## src/rtl/adc_scan_sequencer.sv

```systemverilog
// Channel-scan sequencer: walks an enabled-channel mask, requests ADC conversions,
// drops post-switch samples, averages a power-of-two block and flags silent channels.
module adc_scan_sequencer #(
  parameter int N_CH     = 4,
  parameter int DATA_W   = 12,
  parameter int AVG_LOG2 = 2,
  parameter int DISCARD  = 1,
  parameter int TIMEOUT  = 1000000
) (
  input  logic                     clk,
  input  logic                     rst,
  input  logic                     en,
  input  logic                     start,
  input  logic [N_CH-1:0]          ch_mask,
  output logic                     conv_req,
  output logic [$clog2(N_CH)-1:0]  conv_ch,
  input  logic                     conv_ack,
  input  logic [DATA_W-1:0]        conv_data,
  output logic [N_CH*DATA_W-1:0]   data_out,
  output logic [N_CH-1:0]          data_valid,
  output logic                     scan_done,
  output logic                     busy,
  output logic [N_CH-1:0]          ch_err
);

  localparam int CW = $clog2(N_CH);
  localparam int PW = CW + 1;
  localparam int AW = DATA_W + AVG_LOG2;
  localparam int SW = AVG_LOG2 + 1;
  localparam int TW = (TIMEOUT > 1) ? $clog2(TIMEOUT) : 1;
  localparam logic [3:0]    DISC_N   = 4'(DISCARD);
  localparam logic [SW-1:0] SMP_LAST = SW'((1 << AVG_LOG2) - 1);
  localparam logic [TW-1:0] TMR_LAST = TW'(TIMEOUT - 1);

  typedef enum logic [1:0] {IDLE, SELECT, REQ, DONE} state_t;

  state_t          state;
  state_t          state_nx;
  logic [N_CH-1:0] mask_q;
  logic [PW-1:0]   ptr;
  logic [3:0]      disc_cnt;
  logic [SW-1:0]   smp_cnt;
  logic [AW-1:0]   acc;
  logic [TW-1:0]   timer;

  logic            found;
  logic [CW-1:0]   found_idx;
  logic            take;
  logic            discarding;
  logic            last_smp;
  logic            expired;
  logic [AW-1:0]   sum;
  logic [DATA_W-1:0] avg;

  // Lowest enabled channel at or above ptr; ptr == N_CH never matches.
  always_comb begin
    found     = 1'b0;
    found_idx = '0;
    for (int i = N_CH - 1; i >= 0; i--) begin
      if (mask_q[i] && (PW'(i) >= ptr)) begin
        found     = 1'b1;
        found_idx = CW'(i);
      end
    end
  end

  assign take       = (state == REQ) && conv_ack;
  assign discarding = (disc_cnt != DISC_N);
  assign last_smp   = take && !discarding && (smp_cnt == SMP_LAST);
  assign expired    = (state == REQ) && !conv_ack && (timer == TMR_LAST);
  assign sum        = acc + AW'(conv_data);
  assign avg        = DATA_W'(sum >> AVG_LOG2);

  always_ff @(posedge clk) begin
    if (rst) state <= IDLE;
    else     state <= state_nx;
  end

  always_comb begin
    state_nx = state;
    unique case (state)
      IDLE:    if ((en || start) && (ch_mask != '0)) state_nx = SELECT;
      SELECT:  state_nx = found ? REQ : DONE;
      REQ:     if (last_smp || expired) state_nx = SELECT;
      DONE:    state_nx = (en && (ch_mask != '0)) ? SELECT : IDLE;
      default: state_nx = IDLE;
    endcase
  end

  always_comb begin
    conv_req  = (state == REQ);
    busy      = (state != IDLE);
    scan_done = (state == DONE);
  end

  always_ff @(posedge clk) begin
    if (rst) begin
      mask_q     <= '0;
      ptr        <= '0;
      disc_cnt   <= '0;
      smp_cnt    <= '0;
      acc        <= '0;
      timer      <= '0;
      conv_ch    <= '0;
      data_out   <= '0;
      data_valid <= '0;
      ch_err     <= '0;
    end else begin
      data_valid <= '0;
      unique case (state)
        IDLE: begin
          if (state_nx == SELECT) begin
            mask_q <= ch_mask;
            ptr    <= '0;
          end
        end
        SELECT: begin
          if (found) begin
            conv_ch  <= found_idx;
            ptr      <= PW'(found_idx);
            disc_cnt <= '0;
            smp_cnt  <= '0;
            acc      <= '0;
            timer    <= '0;
          end
        end
        REQ: begin
          if (take) begin
            timer <= '0;
            if (discarding) begin
              disc_cnt <= disc_cnt + 4'd1;
            end else begin
              acc     <= sum;
              smp_cnt <= smp_cnt + SW'(1);
            end
            if (last_smp) begin
              for (int i = 0; i < N_CH; i++) begin
                if (ptr == PW'(i)) begin
                  data_out[i*DATA_W +: DATA_W] <= avg;
                  data_valid[i]                <= 1'b1;
                  ch_err[i]                    <= 1'b0;
                end
              end
              ptr <= ptr + PW'(1);
            end
          end else if (expired) begin
            // Silent channel: keep its last result, flag it and move on.
            for (int i = 0; i < N_CH; i++) begin
              if (ptr == PW'(i)) ch_err[i] <= 1'b1;
            end
            ptr <= ptr + PW'(1);
          end else begin
            timer <= timer + TW'(1);
          end
        end
        DONE: begin
          if (en) begin
            mask_q <= ch_mask;
            ptr    <= '0;
          end
        end
        default: ;
      endcase
    end
  end

endmodule

```

## config.mk

```make
export PLATFORM = sky130hd
export DESIGN_NAME = adc_scan_sequencer
export DESIGN_NICKNAME = d
export VERILOG_FILES = /design/src/rtl/adc_scan_sequencer.sv
export SDC_FILE = /design/constraint.sdc
export NUM_CORES = 1
export LEC_CHECK = 0
export CORE_MARGIN = 5
export CORE_UTILIZATION = 40
export DETAILED_ROUTE_END_ITERATION = 8
export PLACE_DENSITY = 0.59
export SYNTH_ARGS = -nofsm -noshare
export SYNTH_HDL_FRONTEND = slang
export SYNTH_SLANG_ARGS = --single-unit
```

## constraint.sdc

```tcl
create_clock -name clk -period 6.05 [get_ports clk]
set_clock_uncertainty 0.15 [all_clocks]
set_input_delay 0.9075 -clock clk [delete_from_list [all_inputs] [get_ports clk]]
set_output_delay 0.9075 -clock clk [all_outputs]
set_load 0.1 [all_outputs]
```

; Word-level counts from Yosys, hierarchy flattened
; Cells that the tools add are included.
[totals]
ff_bits = 108
in_bits = 21
out_inout_bits = 61
[classes]
addsub = 5
magnitude_cmp = 4
n_eq_ne = 20
mux = 54
bitwise = 3
n_reduce_logical = 37
[op_table]
columns = operator, count
row1 = 2-to-1 mux 20 bit, 3
row2 = 2-to-1 mux 14 bit, 3
row3 = case mux 20 bit (2 select lines), 1
row4 = AND reduction 4 bit, 10
row5 = 2-to-1 mux 4 bit, 8
row6 = case mux 14 bit (2 select lines), 1
row7 = 2-to-1 mux 3 bit, 9
row8 = adder 20 x 1 -> 20 bit (second input constant), 1
row9 = == test 20 bit (second input constant), 1
row10 = 2-to-1 mux 1 bit, 18
row11 = case mux 4 bit (2 select lines), 2
row12 = adder 14 x 12 -> 14 bit, 1
row13 = 2-to-1 mux 2 bit, 6
row14 = case mux 3 bit (4 select lines), 1
row15 = logical AND 1 bit, 11
row16 = == test 3 x 2 -> 1 bit (second input constant), 3
row17 = inequality test 2 bit (second input constant), 4
row18 = case mux 2 bit (4 select lines), 1
row19 = nonzero test 2 bit, 4
row20 = adder 3 x 1 -> 3 bit (second input constant), 2
row21 = greater-or-equal comparator 1 x 3 -> 1 bit (first input constant), 2
row22 = greater-or-equal comparator 2 x 3 -> 1 bit (first input constant), 2
row23 = inequality test 2 x 1 -> 1 bit (second input constant), 3
row24 = case mux 3 bit (2 select lines), 1
row25 = 18 further kinds, 25

; Longest topological paths before layout
; Gate-level depths: netlist of run 1.
[logic_depth]
word_depth = 11
mapped_depth = 11
depth_no_buf = 9

; Least setup slack after synthesis of run 1
; No wires, ideal clock.
[synth_timing]
path_type = register -> register
start = reg state[0]
end = reg mask_q[0]
t_arrival_ns = 2.849
t_required_ns = 5.772
slack_ns = 2.923
stages_incl_launch_ff = 10
n_path_buf = 0
period_less_slack_ns = 3.127
path_cell_list = dfxtp_1 > inv_1 > ha_1 > nor4bb_1 > nand4_1 > o21ai_2 > o41ai_2 > o32ai_4 > mux2i_1 > nor2_1
[synth_via]
elab_chain_len = 10
elab_cells_between_ends = 19
cone_classes = eq/ne (6) / mux (4) / reduce/logical (9)
[synth_rtl]
columns = element, line_no
row1 = start: declaration, 37  ; state_t state;
row2 = start signal: assignment, 76  ; else state <= state_nx;
row3 = == test 2 bit (*), --
row4 = named net conv_req, 15  ; output logic conv_req,
row5 = logical AND 1 bit, 67  ; assign take = (state == REQ) && conv_ack;
row6 = logical AND 1 bit (2 in a row), 69  ; assign last_smp = take && !discarding && (smp_cnt == SMP_LAST);
row7 = logical OR 1 bit, 84  ; REQ: if (last_smp || expired) state_nx = SELECT;
row8 = 2-to-1 mux 2 bit, 84
row9 = case mux 2 bit (4 select lines) (*), 81  ; unique case (state)
row10 = == test 2 x 1 -> 1 bit (*), 112  ; if (state_nx == SELECT) begin
row11 = inequality test 2 bit (no line) (*), --
row12 = AND reduction 3 bit (no line) (*), --
row13 = end signal: assignment, 113  ; mask_q <= ch_mask;
row14 = end signal: assignment, 158  ; mask_q <= ch_mask;
row15 = end: declaration, 39  ; logic [N_CH-1:0] mask_q;
; Mark *: on every way through the listed nets, which the timed path passes. The rest lies on a longest branch.
; A chain may end at the register's enable or synchronous reset.

; Final worst setup path of run 1
[layout_timing]
start = reg state[0]
end = out conv_req
[layout_via]
elab_chain_len = 1
[layout_rtl]
columns = element, line_no
row1 = == test 2 bit, 91  ; conv_req = (state == REQ);
row2 = end: declaration, 15
; Every way passes these cells.

==> metrics.yaml, run 1 <==
worst_setup_path:
  crit_path_cell_trace: "inv_1, ha_1, clkdlybuf4s50_1"
  crit_path_top_delay_cell: "clkdlybuf4s50_1"
  timing_worst_setup_path_type: "reg2out"
  timing.critical_path.buf_inv: 2
  max_stage_delay_ns: 1.24
  startpoint_type: "flop"
  cp.required_ns: 4.99
  crit_fanout: 14
  path_delay_family: "buffers and inverters"
  arrival_ns: 2.61
  end_kind: "output port"
routing:
  drt_iter0_drc: 287
  ant_nets: 0
  vias_per_cell: 5.24
  vias: 4507
  wl_mm: 13.6
  drc: 0
  drtPass1Iterations: 4
  detail_route.wl_per_cell_um: 15.8
floorplan:
  rows: 41
  dieArea_um2: 15400
  die_w_um: 124
  start_util_pct: 41.1
  coreArea_um2: 12700
  ios: 82
  die_h_um: 124
layout:
  diodes: 0
  fillers: 1230
  seq_area_um2: 2160
  fin_nets: 730
  area_delta_synth_final_pct: 23.8
  drive_gt1_share_pct: 5.67
  multiInputGateArea_um2: 2840
  postLayoutCoreUtil_pct: 50.9
power:
  ir_drop_uv: 158
  p_total_mw: 1.85
  power.leakage_nw: 2.25
  power.density_nw_per_um2: 286
sta:
  holdWs_ns: 0.308
  setup_viol: 0
  tightest_slew_ns: 1.01
  worst_slew_margin_rel_pct: 32.1
  min_period_over_period_pct: 60.6
  final_max_slew_viol_count: 0
  finalHoldViolations: 0
  max_freq_mhz: 273
  fin_crit_ns: 3.67
  setup_tns_ns: 0
  rsz0062_at_grt: "no"
cts:
  path_clk_slew_ns: 0.08
  htree_num_levels: 3
  cts_setup_buffers: 0
  cts_tree: "done"
  cts_inserted_buffers: 9
  cts_resized: 0
  cts.hold.buffers_added: 0
  cts.path.max_buffers: 2
  clock-sinks: 108
  cts-root-buf: "clkbuf_16"
  clk_latency_ns: 0.36
outcome:
  status: "completed"
synthesis:
  syn_inst: 617
  synth_area_um2: 5210
  synth_edf_count: 0
  postSynth.asyncResetShare_pct: 0
  ys.flop_type: "dfxtp_1"
  synth_nets: 664
  synth_cell_types: 63
  ys_seq_elements: 108
  seq_area_frac_synth_pct: 41.5
  ys_warn_count: 0
  synth_area_per_cell_um2: 8.44
global_routing:
  grt_overflow_total: 0
  antenna_found_initial: 0
  groute.usage.overall_pct: 18.2
  grt_pass1_wl_mm: 22.2
  grt_pass1_vias: 4451
  grt_max_degree: 51
place:
  place.gp.congestion: 0.852
  dp.final_hpwl_mm: 9.75
  port_buffers: 81
hold_path:
  hold_class: "reg2reg"
run:
  drv_cap: 0
==> cell families after synthesis <==
| group | count (synthesis) | synth area share [%] |
|---|---|---|
| adder cells (fa/ha/maj) | 26 | 6.39 |
| AO/OA/AOI/OAI | 142 | 18.0 |
| XOR/XNOR | 23 | 3.87 |
| multiplexers | 9 | 1.73 |
| flip-flops | 108 | 41.5 |
| buffers and inverters | 49 | 4.04 |
| AND/OR/NAND/NOR | 260 | 24.5 |
==> synth_stat cells, types with 4 or more instances <==
library cell    n  area, um^2
ha_1           25         313
a211oi_1       16         120
nand2b_1       10        62.6
xor2_1          6        52.6
a22oi_1        13        97.6
o21ai_0        19        95.1
a311oi_1        4        35.0
a21oi_1        60         300
nor2b_1         6        37.5
xnor2_1        17         149
nand2_1        97         364
nor4b_1         4        35.0
nor4_1          5        31.3
clkbuf_1       19        71.3
nor2_1         72         270
or3_1           6        37.5
buf_2           6        30.0
nor3_1         12        60.1
dfxtp_1       108        2160
nand3_1        14        70.1
inv_1          21        78.8
mux2i_1         9        90.1
nand4_1         8        50.1
==> worst register-to-register path, stage by stage (launching register included) <==
cell and delay (ns):
dfxtp_1 0.56, ha_1 0.33, and4bb_2 0.27, o21ai_1 0.29
o21ai_2 0.26, nand4bb_1 0.55, nor3_4 0.35, a311oi_1 0.13
a41o_1 0.24
==> routing by layer <==
layer  vias up  global-route usage (%)  part of all wire (%)  wire, um
met1      2132                    23.2                    45      6080
met3         9                    5.50                   5.4       728
met5         -                       0                     0         0
met2        84                    30.4                    49      6640
li1       2282                       -                     -         -
met4         0                    4.38                   1.0       139
==> worst paths after layout <==
| path | from | endpoint | slack [ns] | cells past startpoint |
|---|---|---|---|---|
| setup / recovery | state[0]$_SDFF_PP0_ | conv_req | 2.38 | 3 |
| hold / removal | data_out[26]$_SDFFE_PP0P_ | data_out[26]$_SDFFE_PP0P_ | 0.31 | 2 |
| setup reg to reg | ptr[1]$_SDFFE_PP0P_ | timer[19]$_SDFFE_PP0P_ | 2.82 | 8 |
| hold reg to reg | data_out[26]$_SDFFE_PP0P_ | data_out[26]$_SDFFE_PP0P_ | 0.31 | 2 |
==> layout by cell type, fill, tap and decap left out, types with 10 or more instances in the layout <==
cell               n
a211oi_1          16
nor2_1            72
nor3_1            12
nand3_1           14
o21ai_0           19
nand2_1           97
inv_1             21
a21oi_1           60
a22oi_1           13
ha_1              25
xnor2_1           17
dfxtp_1          108
nand2b_1          10
clkdlybuf4s50_1   80
==> power breakdown <==
group / internal, mW / leakage [nW] / switching, mW / total (mW)
Combinational: 0.158 / 1.22 / 0.298 / 0.457
Sequential: 0.730 / 0.870 / 0.0193 / 0.749
Clock: 0.337 / 0.160 / 0.303 / 0.639
==> area by class of cell <==
class                           instances  share of cell area, %
Tap cell                              172                   3.34
Sequential cell                       108                   33.5
Clock inverter                          7                   1.59
Multi-Input combinational cell        460                   44.1
Timing Repair Buffer                   83                   12.7
Inverter                               21                   1.22
Clock buffer                            9                   3.49
==> per-stage QoR <==
step / cell area (um^2) / cells / setup WS [ns]
final: 6450 / 860 / 2.38
after global routing: 6450 / 860 / 2.30
after CTS: 6450 / 860 / 2.38
after detailed placement: 6120 / 844 / 2.27
after global placement: 6120 / 844 / 2.38
after floorplan: 5210 / 617 / 2.92
==> flip-flops by register name (all words and copies together), names as in the netlist <==
register / flops
disc_cnt: 4
smp_cnt: 3
data_out: 48
conv_ch: 2
ch_err: 4
ptr: 3
data_valid: 4
mask_q: 4
state: 2
acc: 14
timer: 20
Power figures use the tool's default switching activity.
==> inputs of run 2 (changes only) <==
- PLACE_DENSITY: 0.59 -> 0.62
- clock period: 6.05 -> 3.1 ns (I/O delays scaled with it)
==> run 2 against run 1 <==
- sequential power up 95%
- utilization up 0.48 points
- sequential share of layout area down 0.32 points
- clock power up 85%
- critical path depth up 7
- routed wire length up 0.12%
- clock-buffer cell count unchanged
- first-iteration DRC count down 19%
- die area unchanged
- largest power group unchanged
- highest routed layer unchanged
==> metrics.yaml, run 2 (synthesized netlist as in run 1, its figures left out) <==
place:
  dpl_cell_area_um2: 6190  # +1.2%
  dp.final_hpwl_mm: 9.98  # +2.4%
  place.gp.congestion: 0.862  # +1.1%
  port_buffers: 81  # unchanged
  pre_cts_ws_ns: -0.0664  # -2.34 ns
worst_setup_path:
  r2r_slack_ns: 0.40  # -2.42 ns
  timing.critical_path.buf_inv: 1  # -1
  timing_worst_setup_path_type: "in2reg"
  arrival_ns: 2.91  # +0.30 ns
  max_stage_delay_ns: 0.46  # -0.78 ns
  end_kind: "flop"
  r2r_end: "mask_q[3]$_SDFFE_PP0P_"
  startpoint_type: "primary input"
  rr_startpoint: "state[0]$_SDFF_PP0_"
  rr_worst_depth: 9  # +1
  crit_fanout: 5  # -9
  crit_path_top_delay_cell: "or4_1"
  path_delay_family: "simple AND/OR/NAND/NOR gates"
  crit_path_cell_trace: "clkdlybuf4s50_1, ha_1, fa_1, a211oi_1, o21ba_2, nor3_1, or4_1, nand3_1, nand2_1, a21oi_1"
  cp.required_ns: 3.23  # -1.76 ns
cts:
  clk_latency_ns: 0.35  # about the same
  cts_setup_buffers: 0  # unchanged
  clock-sinks: 108  # unchanged
  htree_num_levels: 3  # unchanged
  path_clk_slew_ns: 0.09  # about the same
  cts-root-buf: "clkbuf_16"
  cts.path.max_buffers: 2  # unchanged
  cts_inserted_buffers: 9  # unchanged
  cts_resized: 0  # unchanged
  cts.hold.buffers_added: 0  # unchanged
  cts_tree: "done"
run:
  drv_cap: 0  # unchanged
floorplan:
  die_w_um: 124  # unchanged
  die_h_um: 124  # unchanged
  dieArea_um2: 15400  # unchanged
  coreArea_um2: 12700  # unchanged
  rows: 41  # unchanged
  start_util_pct: 41.1  # unchanged
  ios: 82  # unchanged
hold_path:
  min_to: "data_out[26]$_SDFFE_PP0P_"
  hp-start: "data_out[26]$_SDFFE_PP0P_"
  hold_depth: 2  # unchanged
  hold_class: "reg2reg"
global_routing:
  grt_overflow_total: 0  # unchanged
  grt_pass1_wl_mm: 22.5  # +1.3%
  antenna_found_initial: 0  # unchanged
  groute.usage.overall_pct: 18.2  # -0.069 points
  grt_pass1_vias: 4599  # +3.3%
  grt_max_degree: 43  # -16%
power:
  pwr-share-comb_pct: 26.4  # +1.7 points
  power.leakage_nw: 2.51  # +12%
  power.density_nw_per_um2: 551  # +93%
  p_total_mw: 3.59  # +94%
  p_switching_mw: 1.23  # +99%
  seq_power_share_pct: 40.7  # about the same
  cellInternalPower_mw: 2.36  # +92%
  power_frac_clock_pct: 32.9  # -1.7 points
  ir_drop_uv: 344  # +120%
  switching_share_pct: 34.3  # +0.70 points
sta:
  setup_tns_ns: 0  # unchanged
  final_max_slew_viol_count: 0  # unchanged
  worst_slew_margin_rel_pct: 55.7  # +24 points
  max_freq_mhz: 359
  min_period_over_period_pct: 89.8
  rsz0062_at_grt: "no"
  tightest_slew_ns: 0.648  # -0.367 ns
  fin_crit_ns: 2.78
  finalWorstSetupSlack_ns: 0.315  # -2.07 ns
  setup_viol: 0  # unchanged
  holdWs_ns: 0.312  # +0.00350 ns
  finalHoldViolations: 0  # unchanged
routing:
  drt_iter0_drc: 232  # -19%
  vias_per_cell: 5.26  # +0.38%
  ant_nets: 0  # unchanged
  wl_mm: 13.6  # +0.12%
  vias: 4682  # +3.9%
  drtPass1Iterations: 5  # +1
  drc: 0  # unchanged
  detail_route.wl_per_cell_um: 15.3  # -3.3%
layout:
  drive_gt1_share_pct: 18.2  # +13 points
  fillers: 1238  # +0.65%
  final_common_cell: "dfxtp_1"
  reg_top3: "data_out (48), timer (20), acc (14)"
  layout_common_cells: "dfxtp_1 (108), nand2_1 (97), buf_4 (93), nor2_1 (72), a21oi_1 (60)"
  area_delta_synth_final_pct: 25.0
  fin_area_um2: 6510  # +0.95%
  largest_register: "data_out"
  largest_reg_flops: 48  # unchanged
  fin_nets: 760  # +4.1%
  diodes: 0  # unchanged
outcome:
  status: "completed"
-- run 2: cell count changes in the layout (fill, tap and decap cells not counted) --
cell	previous run	this run
clkinv_8	2	3
clkdlybuf4s50_1	80	19
bufinv_16	1	0
ha_1	25	24
ha_2	0	1
buf_4	2	93
-- run 2: power groups by stage --
stage          clock network, mW  logic, mW  registers [mW]
2_1_floorplan                  0      0.694            1.52
4_1_cts                     1.21      0.951            1.46
5_1_grt                     1.27       1.03            1.47
6_report                    1.18      0.947            1.46
3_5_place_dp                   0      0.947            1.49
3_3_place_gp                   0      0.928            1.49
-- run 2: how the worst max path moves through the flow --
stage                                   start                        end  depth (start not counted)
after floorplan           state[0]$_SDFF_PP0_     mask_q[0]$_SDFFE_PP0P_                          9
after global placement           conv_data[0]  data_out[32]$_SDFFE_PP0P_                         10
after detailed placement         conv_data[0]  data_out[10]$_SDFFE_PP0P_                         10
after CTS                        conv_data[0]  data_out[10]$_SDFFE_PP0P_                         10
after global routing             conv_data[0]  data_out[10]$_SDFFE_PP0P_                         10
final                            conv_data[0]  data_out[46]$_SDFFE_PP0P_                         10
-- run 2: per-stage QoR --
step,utilization [%],instances
2_1_floorplan,-,617
3_3_place_gp,48.9,874
3_5_place_dp,48.9,874
4_1_cts,51.4,890
5_1_grt,51.4,890
6_report,51.4,890
-- run 2: layer usage --
layer	part of all wire, %	GRT usage [%]	vias to the layer above
met5	0	0	-
met4	1.2	4.52	0
met3	5.4	4.81	15
met2	50	30.9	92
met1	44	22.9	2230
li1	-	-	2345
-- run 2: layout make-up --
type	count	area [um^2]	area share, %
multi-input combinational	460	2850	43.7
sequential	108	2160	33.2
timing repair buffer	113	893	13.7
inverter	21	78.8	1.21
clock buffer	9	225	3.46
clock inverter	7	88.8	1.36
tap	172	215	3.31
-- run 2: tightest hold or removal path: stages, from the launching register on --
cell	delay [ns]
dfxtp_1	0.32
nand2_1	0.05
a21oi_1	0.05
